[src/rtl/uart_fifo_bridge.sv]
// uart_fifo_bridge: byte FIFOs between the CPU peripheral bus and the UART core.
// TX bytes are handed to the core one at a time over the uart_send / busy
// handshake; received bytes are captured on each receive-done rising edge.
//
// state | meaning
// IDLE  | waiting for a byte in the TX FIFO
// SEND  | uart_send held high until the core reports busy
// DRAIN | core transmitting; wait for busy to clear
module uart_fifo_bridge #(
   parameter int TX_DEPTH = 16,
   parameter int RX_DEPTH = 16
) (
   input  logic                      clk,
   input  logic                      rst,
   input  logic                      wr_en,
   input  logic [7:0]                wr_data,
   input  logic                      rd_en,
   output logic [7:0]                rd_data,
   output logic                      tx_full,
   output logic                      tx_empty,
   output logic                      rx_full,
   output logic                      rx_empty,
   output logic [$clog2(TX_DEPTH):0] tx_level,
   output logic [$clog2(RX_DEPTH):0] rx_level,
   input  logic                      status_clr,
   output logic                      tx_ovf,
   output logic                      rx_ovf,
   output logic                      rx_err,
   input  logic                      tx_ie,
   input  logic                      rx_ie,
   output logic                      irq,
   output logic [7:0]                uart_txreg,
   output logic                      uart_send,
   input  logic                      uart_txbusy,
   input  logic [7:0]                uart_rxreg,
   input  logic                      uart_rxdone,
   input  logic                      uart_rxerror
);
   localparam int TAW = $clog2(TX_DEPTH);
   localparam int RAW = $clog2(RX_DEPTH);
   localparam logic [TAW:0] TX_ONE = {{TAW{1'b0}}, 1'b1};
   localparam logic [RAW:0] RX_ONE = {{RAW{1'b0}}, 1'b1};

   localparam logic [1:0] ST_IDLE  = 2'd0;
   localparam logic [1:0] ST_SEND  = 2'd1;
   localparam logic [1:0] ST_DRAIN = 2'd2;

   logic [7:0] tx_mem [TX_DEPTH];
   logic [7:0] rx_mem [RX_DEPTH];

   logic [TAW:0] tx_wp_q, tx_wp_d, tx_rp_q, tx_rp_d;
   logic [RAW:0] rx_wp_q, rx_wp_d, rx_rp_q, rx_rp_d;
   logic [1:0]   state_q, state_d;
   logic [7:0]   txreg_q, txreg_d;
   logic         send_q, send_d;
   logic         busy_m_q, busy_m_d, busy_s_q, busy_s_d;
   logic         done_m_q, done_m_d, done_s_q, done_s_d, done_p_q, done_p_d;
   logic         err_m_q, err_m_d, err_s_q, err_s_d;
   logic         tx_ovf_q, tx_ovf_d, rx_ovf_q, rx_ovf_d, rx_err_q, rx_err_d;
   logic         irq_q, irq_d;
   logic         tx_push, tx_pop, rx_push, rx_pop, done_rise;

   assign tx_empty   = (tx_wp_q == tx_rp_q);
   assign tx_full    = (tx_wp_q[TAW] != tx_rp_q[TAW]) && (tx_wp_q[TAW-1:0] == tx_rp_q[TAW-1:0]);
   assign rx_empty   = (rx_wp_q == rx_rp_q);
   assign rx_full    = (rx_wp_q[RAW] != rx_rp_q[RAW]) && (rx_wp_q[RAW-1:0] == rx_rp_q[RAW-1:0]);
   assign tx_level   = tx_wp_q - tx_rp_q;
   assign rx_level   = rx_wp_q - rx_rp_q;
   assign rd_data    = rx_empty ? 8'h00 : rx_mem[rx_rp_q[RAW-1:0]];
   assign tx_ovf     = tx_ovf_q;
   assign rx_ovf     = rx_ovf_q;
   assign rx_err     = rx_err_q;
   assign irq        = irq_q;
   assign uart_txreg = txreg_q;
   assign uart_send  = send_q;

   // TX handshake FSM: load head, raise send until the core goes busy, then wait it out
   always_comb begin
      state_d = state_q;
      txreg_d = txreg_q;
      send_d  = send_q;
      tx_pop  = 1'b0;
      case (state_q)
         ST_IDLE: begin
            if (!tx_empty) begin
               tx_pop  = 1'b1;
               txreg_d = tx_mem[tx_rp_q[TAW-1:0]];
               send_d  = 1'b1;
               state_d = ST_SEND;
            end
         end
         ST_SEND: begin
            if (busy_s_q) begin
               send_d  = 1'b0;
               state_d = ST_DRAIN;
            end
         end
         ST_DRAIN: begin
            if (!busy_s_q) state_d = ST_IDLE;
         end
         default: begin
            send_d  = 1'b0;
            state_d = ST_IDLE;
         end
      endcase
   end

   // Synchronizers, FIFO pointers, sticky status and interrupt next-state
   always_comb begin
      busy_m_d  = uart_txbusy;
      busy_s_d  = busy_m_q;
      done_m_d  = uart_rxdone;
      done_s_d  = done_m_q;
      done_p_d  = done_s_q;
      err_m_d   = uart_rxerror;
      err_s_d   = err_m_q;
      done_rise = done_s_q & ~done_p_q;

      tx_push = wr_en & ~tx_full;
      rx_pop  = rd_en & ~rx_empty;
      // a pop in the same cycle frees the slot, so a full RX FIFO still accepts
      rx_push = done_rise & ~err_s_q & (~rx_full | rx_pop);

      tx_wp_d = tx_push ? tx_wp_q + TX_ONE : tx_wp_q;
      tx_rp_d = tx_pop  ? tx_rp_q + TX_ONE : tx_rp_q;
      rx_wp_d = rx_push ? rx_wp_q + RX_ONE : rx_wp_q;
      rx_rp_d = rx_pop  ? rx_rp_q + RX_ONE : rx_rp_q;

      tx_ovf_d = (wr_en & tx_full) | (tx_ovf_q & ~status_clr);
      rx_ovf_d = (done_rise & ~err_s_q & rx_full & ~rx_pop) | (rx_ovf_q & ~status_clr);
      rx_err_d = (done_rise & err_s_q) | (rx_err_q & ~status_clr);

      irq_d = (rx_ie & ~rx_empty) | (tx_ie & tx_empty & (state_q == ST_IDLE))
            | rx_ovf_q | rx_err_q | tx_ovf_q;
   end

   // FIFO storage, deliberately left unreset
   always_ff @(posedge clk) begin
      if (tx_push) tx_mem[tx_wp_q[TAW-1:0]] <= wr_data;
      if (rx_push) rx_mem[rx_wp_q[RAW-1:0]] <= uart_rxreg;
   end

   // Control and status registers
   always_ff @(posedge clk or posedge rst) begin
      if (rst) begin
         tx_wp_q  <= '0;
         tx_rp_q  <= '0;
         rx_wp_q  <= '0;
         rx_rp_q  <= '0;
         state_q  <= ST_IDLE;
         txreg_q  <= 8'h00;
         send_q   <= 1'b0;
         busy_m_q <= 1'b0;
         busy_s_q <= 1'b0;
         done_m_q <= 1'b0;
         done_s_q <= 1'b0;
         done_p_q <= 1'b0;
         err_m_q  <= 1'b0;
         err_s_q  <= 1'b0;
         tx_ovf_q <= 1'b0;
         rx_ovf_q <= 1'b0;
         rx_err_q <= 1'b0;
         irq_q    <= 1'b0;
      end else begin
         tx_wp_q  <= tx_wp_d;
         tx_rp_q  <= tx_rp_d;
         rx_wp_q  <= rx_wp_d;
         rx_rp_q  <= rx_rp_d;
         state_q  <= state_d;
         txreg_q  <= txreg_d;
         send_q   <= send_d;
         busy_m_q <= busy_m_d;
         busy_s_q <= busy_s_d;
         done_m_q <= done_m_d;
         done_s_q <= done_s_d;
         done_p_q <= done_p_d;
         err_m_q  <= err_m_d;
         err_s_q  <= err_s_d;
         tx_ovf_q <= tx_ovf_d;
         rx_ovf_q <= rx_ovf_d;
         rx_err_q <= rx_err_d;
         irq_q    <= irq_d;
      end
   end
endmodule

[config.mk]
export PLATFORM = sky130hd
export DESIGN_NAME = uart_fifo_bridge
export DESIGN_NICKNAME = d
export VERILOG_FILES = /design/src/rtl/uart_fifo_bridge.sv
export SDC_FILE = /design/constraint.sdc
export NUM_CORES = 1
export LEC_CHECK = 0
export ABC_CLOCK_PERIOD_IN_PS = 4200
export BUFFER_PORTS_ARGS = -buffer_cell sky130_fd_sc_hd__buf_4
export CAP_MARGIN = 20
export CORE_MARGIN = 4
export CORE_UTILIZATION = 61
export DETAILED_ROUTE_END_ITERATION = 8
export GPL_TIMING_DRIVEN = 1
export PLACE_DENSITY_LB_ADDON = 0.08
export SLEW_MARGIN = 15
export SYNTH_ARGS = -nofsm -noshare
export SYNTH_HDL_FRONTEND = slang
export SYNTH_SLANG_ARGS = --single-unit
[constraint.sdc]
create_clock -name clk -period 4.2 [get_ports clk]
set_input_delay 0.84 -clock clk [delete_from_list [all_inputs] [get_ports clk]]
set_output_delay 0.84 -clock clk [all_outputs]
set_load 0.01 [all_outputs]
* After elaboration in Yosys (flattened, before gate mapping)
Memories as Yosys holds them, arrays and structs flattened. A register that Yosys moved wholly into a read port is not among the register bits. Cells that the tools add are included.
Cells by class: add/subtract/negate cells 6, equal/unequal tests 11, multiplexer cells 14, bitwise operators 32, reduce and logical (&&, ||, !) cells 6
Operators by type and width (count):
- $add A5 B1 Y5 const B | 4
- $and A1 B1 Y1 | 15
- $eq A5 B5 Y1 | 2
- $sub A5 B5 Y5 | 2
- $not A1 Y1 | 9
- $eq A4 B4 Y1 | 2
- $mux W1 | 8
- $mux W8 | 1
- $or A1 B1 Y1 | 8
- $mux W2 | 3
- $ne A2 B2 Y1 const B | 3
- $pmux W2 S3 | 1
- $reduce_and A3 Y1 | 2
- $pmux W1 S3 | 1
- $eq A2 B1 Y1 const B | 1
- $eq A2 B2 Y1 const B | 1
- $logic_and A1 B1 Y1 | 2
- $logic_not A2 Y1 | 1
- $ne A1 B1 Y1 | 2
- $reduce_and A2 Y1 | 1
Word-level totals: register bits 34, memory bits (writable) 256, bits of input ports 26, output and inout port bits 35, word-level logic and storage cells 88, memories 2
Memory list:
- rx_mem | words 16, bits a word 8, rd ports 1, clocked after memory_dff 0, wr ports 1, line 49 | logic [7:0] rx_mem [RX_DEPTH];
- tx_mem | words 16, bits a word 8, rd ports 1, clocked after memory_dff 1, wr ports 1, line 48 | logic [7:0] tx_mem [TX_DEPTH];

* Longest topological paths before layout
word-level depth 7, depth in mapped cells 10, gate-level depth less buffers 7

* Worst setup path before layout
No wires, ideal clock.
path kind reg2reg, start register tx_rp_q[1], end memory tx_mem[3][0] (enable), setup time 383 ps, data arrival time 2545 ps, required time 3817 ps, setup slack 1271 ps, stages on the path, launching flop included 10, buffers on the path 3, period minus slack after synthesis 2929 ps, cell sequence dfrtp_1 -> buf_6 -> buf_6 -> buf_4 -> inv_1 -> ha_1 -> and4_1 -> a21boi_2 -> nand2_1 -> nor3_1
Between the ends: word-level cells in the longest chain between the ends 6
RTL lines:
- start: declaration | line 51 | logic [TAW:0] tx_wp_q, tx_wp_d, tx_rp_q, tx_rp_d;
- start signal: assignment | line 166 | tx_rp_q <= tx_rp_d;
- $eq A4 B4 Y1 | line 64 | assign tx_full = (tx_wp_q[TAW] != tx_rp_q[TAW]) && (tx_wp_q[TAW-1:0] == tx_rp_q[TAW-1:0]);
- $logic_and A1 B1 Y1 | line 64
- $not A1 Y1 | line 119 | tx_push = wr_en & ~tx_full;
- $and A1 B1 Y1 | line 119
- $mux W1 | line 139 | if (tx_push) tx_mem[tx_wp_q[TAW-1:0]] <= wr_data;
- $mux W1 (implied by the code) | line 139
- end: declaration | line 48
Every way passes these cells.

* Worst setup path after layout
start register rx_rp_q[3], end output rd_data[6]
Between the ends: word-level cells in the longest chain between the ends 2, elaborated cells on any way between the ends 3, those cells by class 1 x eq/ne; 1 x mux; 1 x memory
RTL lines:
- start: declaration | line 52 | logic [RAW:0] rx_wp_q, rx_wp_d, rx_rp_q, rx_rp_d;
- start signal: assignment | line 168 | rx_rp_q <= rx_rp_d;
- $mem_v2 Z16 W8 / $eq A5 B5 Y1 (equally long branches)
- $mux W8 (*) | line 69 | assign rd_data = rx_empty ? 8'h00 : rx_mem[rx_rp_q[RAW-1:0]];
- end: declaration | line 18 | output logic [7:0] rd_data,
Mark *: on every way between the ends. The rest lies on a longest branch, timed or not.

==> qor.yml <==
setup_path:
  crit_path_max_incr_delay_ns: 0.40
  worstSetupEndpointType: "primary output"
  path_depth: 7
  r2r_start: "rx_rp_q[3]"
  rrSetupSlack_ns: 1.24
  r2r_end: "rx_mem[9][0]"
  worstPathMaxFanout: 18
  cp_common_cell: "nand2_1"
  startpoint: "rx_rp_q[3]"
  path_delay_family: "simple AND/OR/NAND/NOR gates"
  critPathBufInv: 2
  path_cells: "inv_2, ha_1, and4_1, nand2_1, nand2_1, o22ai_1, buf_4"
  reg2regPathDepth: 6
  cp-endpoint: "rd_data[6]"
  path_class: "flop to primary output"
  crit_required_ns: 3.36
  cp.arrival_ns: 2.87
  crit_slowest_cell: "dfrtp_1"
  cp-start-kind: "flop"
timing:
  finalSetupViolations: 0
  fmax_ghz: 0.269
  tns_ns: 0
  drv_slew: 0
  rsz0062_at_grt: "no"
  slew_headroom_pct: 31.1
  finalWorstSetupSlack_ns: 0.488
  period_minus_slack_ns: 3.71
  min_period_over_period_pct: 88.4
  finClkSkew_ns: 0.0180
  finalHoldViolations: 0
  tightest_slew_ns: 1.03
cts:
  clk_path_buf_depth: 3
  clock_sinks: 298
  htreeDepth: 1
  cts_buffers: 31
  cts_tree: "built"
  cts_setup_buffers: 0
  clkLatencyLatePin_ns: 0.54
  cts-resized-gates: 0
  ctsHoldBuffers: 0
  path_clk_slew_ns: 0.06
  cts_root_buffer: "clkbuf_16"
cells_and_area:
  n_antenna_cell: 0
  final_nets: 782
  multiInputGateArea_um2: 3000
  seq_area_um2: 8740
  fillCellCount: 1236
  syn_to_final_growth_pct: 13.7
  fin_util_pct: 70.5
  drive_above_1_share_pct: 21.0
  final_area_um2: 13700
global_route:
  grt_max_degree: 51
  top_usage_layer: "met2"
  track_usage_pct: 22.2
  grt_util_met2_pct: 38.1
  grt-ovfl-total: 0
  antenna_found_initial: 0
  grt_pass1_wl_mm: 37.1
  grt_pass1_vias: 6406
  gr-usage-met1_pct: 30.2
  grt_use_met3_pct: 3.05
placed_design:
  place_ws_ns: 1.05
  io_buffers: 60
  placed_area_um2: 12700
  gp_congestion: 0.816
  dp.final_hpwl_mm: 15.6
pwr:
  power.leakage_nw: 4.90
  ir_drop_mv: 0.434
  p_int_mw: 6.66
  p_seq_share_pct: 39.3
  pwr-share-clk_pct: 27.5
  p_sw_share_pct: 31.6
  pwr_density_cell_nw_per_um2: 709
  pwr-share-comb_pct: 33.2
  p_switching_mw: 3.08
floorplan:
  die_w_um: 149
  floorplan.initialDensity_pct: 62.0
  die-height_um: 149
  core_um2: 19500
  ios: 61
  dieArea_um2: 22100
  row_count: 51
yosys:
  avgSynthCellArea_um2: 18.3
  synth_ff_type: "edfxtp_1"
  ys_ff_latch: 298
  seq_area_frac_synth_pct: 72.4
  synth_nets: 704
  ys_top_cells_by_area: "edfxtp_1 64%, dfrtp_1 8.7%, mux4_2 6.0%"
  synth_cells: 658
  synth_top_area_share_pct: 63.7
  syn_area_um2: 12100
  netlist_top_cells_count: "256 x edfxtp_1, 48 x mux2i_1, 46 x nor2_1"
  yosysWarnings: 0
  synthMostInstantiatedCell: "edfxtp_1"
  ys_types: 43
  async_flop_share_pct: 14.1
  synth-edff-count: 256
  synth_top_area_cell: "edfxtp_1"
route:
  vias_per_cell: 5.99
  drc: 0
  firstDrtPassIters: 6
  antenna_left: 0
  vias: 6129
  wl_per_cell_um: 23.1
  drt_iter0_drc: 516
  totalWireLength_mm: 23.7
run_status:
  status: "complete, no violations"
job:
  maxCapViolations: 0
worst_hold_path:
  worst_hold_path_type: "flop to flop"
## registers in the layout (all words and copies together), names as in the netlist, 2 cells and up
register    flops
tx_rp_q         5
rx_wp_q         5
uart_txreg      8
tx_mem        128
rx_rp_q         5
rx_mem        128
tx_wp_q         5
state_q         2
## worst reg2reg max path, cell delays in order (launching register included)
cell	delay [ns]
dfrtp_1	0.40
inv_2	0.39
ha_1	0.38
nand4_1	0.14
o31a_1	0.34
nand2_1	0.25
nor2_1	0.69
## metrics by stage
| step | hold WS, ns | power [mW] | instances |
|---|---|---|---|
| after floorplan | 0.331 | 6.10 | 658 |
| after global placement | 0.335 | 7.08 | 968 |
| after detailed placement | 0.335 | 7.15 | 968 |
| after CTS | 0.350 | 9.83 | 1023 |
| after global routing | 0.373 | 10.3 | 1023 |
| final | 0.349 | 9.74 | 1023 |
## worst min-delay path by stage
stage	cells after the start	end	start	slack (ns)
2_1_floorplan	0	busy_s_q	busy_m_q	0.33
3_3_place_gp	0	busy_s_q	busy_m_q	0.34
3_5_place_dp	0	busy_s_q	busy_m_q	0.33
4_1_cts	0	busy_s_q	busy_m_q	0.35
5_1_grt	0	busy_s_q	busy_m_q	0.37
6_report	0	busy_s_q	busy_m_q	0.35
## per-layer routing
metal | vias to the layer above | part of all wire (%)
met2 | 200 | 52
met4 | 0 | 2.9
met5 | - | 0
met3 | 49 | 5.0
met1 | 3136 | 40
li1 | 2744 | -
## layout make-up
class	count	area share [%]
well taps	265	2.42
multi-input cells	307	21.9
clock inverters	14	1.14
clock buffers	41	6.22
repair buffers	73	3.99
flip-flops and latches	298	63.7
inverters	25	0.684
## kinds of logic after synthesis
family          after synthesis  synth area share [%]
fa+ha+maj                    20                  2.20
flops                       298                  72.4
buf+inv                      53                  2.74
simple gates                103                  3.98
compound gates               61                  3.30
mux                          97                  13.5
xor+xnor                     26                  1.89
## placed cells by master, fill, tap and decap left out, types with 3 or more instances in the layout
cell type	Yosys	final
nand2b_1	4	4
nand2_1	19	19
clkbuf_16	0	31
xnor2_1	23	23
dfrtp_1	42	40
buf_4	1	73
o21ai_0	7	7
mux4_2	32	32
a31oi_1	8	8
ha_1	18	18
mux4_1	16	16
nand3b_1	4	4
clkbuf_8	0	4
nand4_1	10	10
xor2_1	3	3
clkinv_1	0	3
clkbuf_1	3	6
inv_1	24	23
nor2_1	46	46
edfxtp_1	256	256
bufinv_16	0	3
nand3_1	3	3
clkinv_2	0	6
mux2i_1	48	48
a21oi_1	5	5
a22oi_1	8	8
nor3_1	9	9
a21o_1	4	4
o22ai_1	24	24
## power by group through the flow
stage               clock network [mW]  registers [mW]  logic [mW]
floorplan                            0            3.76        2.34
global placement                     0            3.87        3.22
detailed placement                   0            3.88        3.27
CTS                               2.72            3.83        3.28
global route                      2.85            3.87        3.53
finish                            2.68            3.83        3.23
No activity file was read; power rests on OpenSTA's default activity.
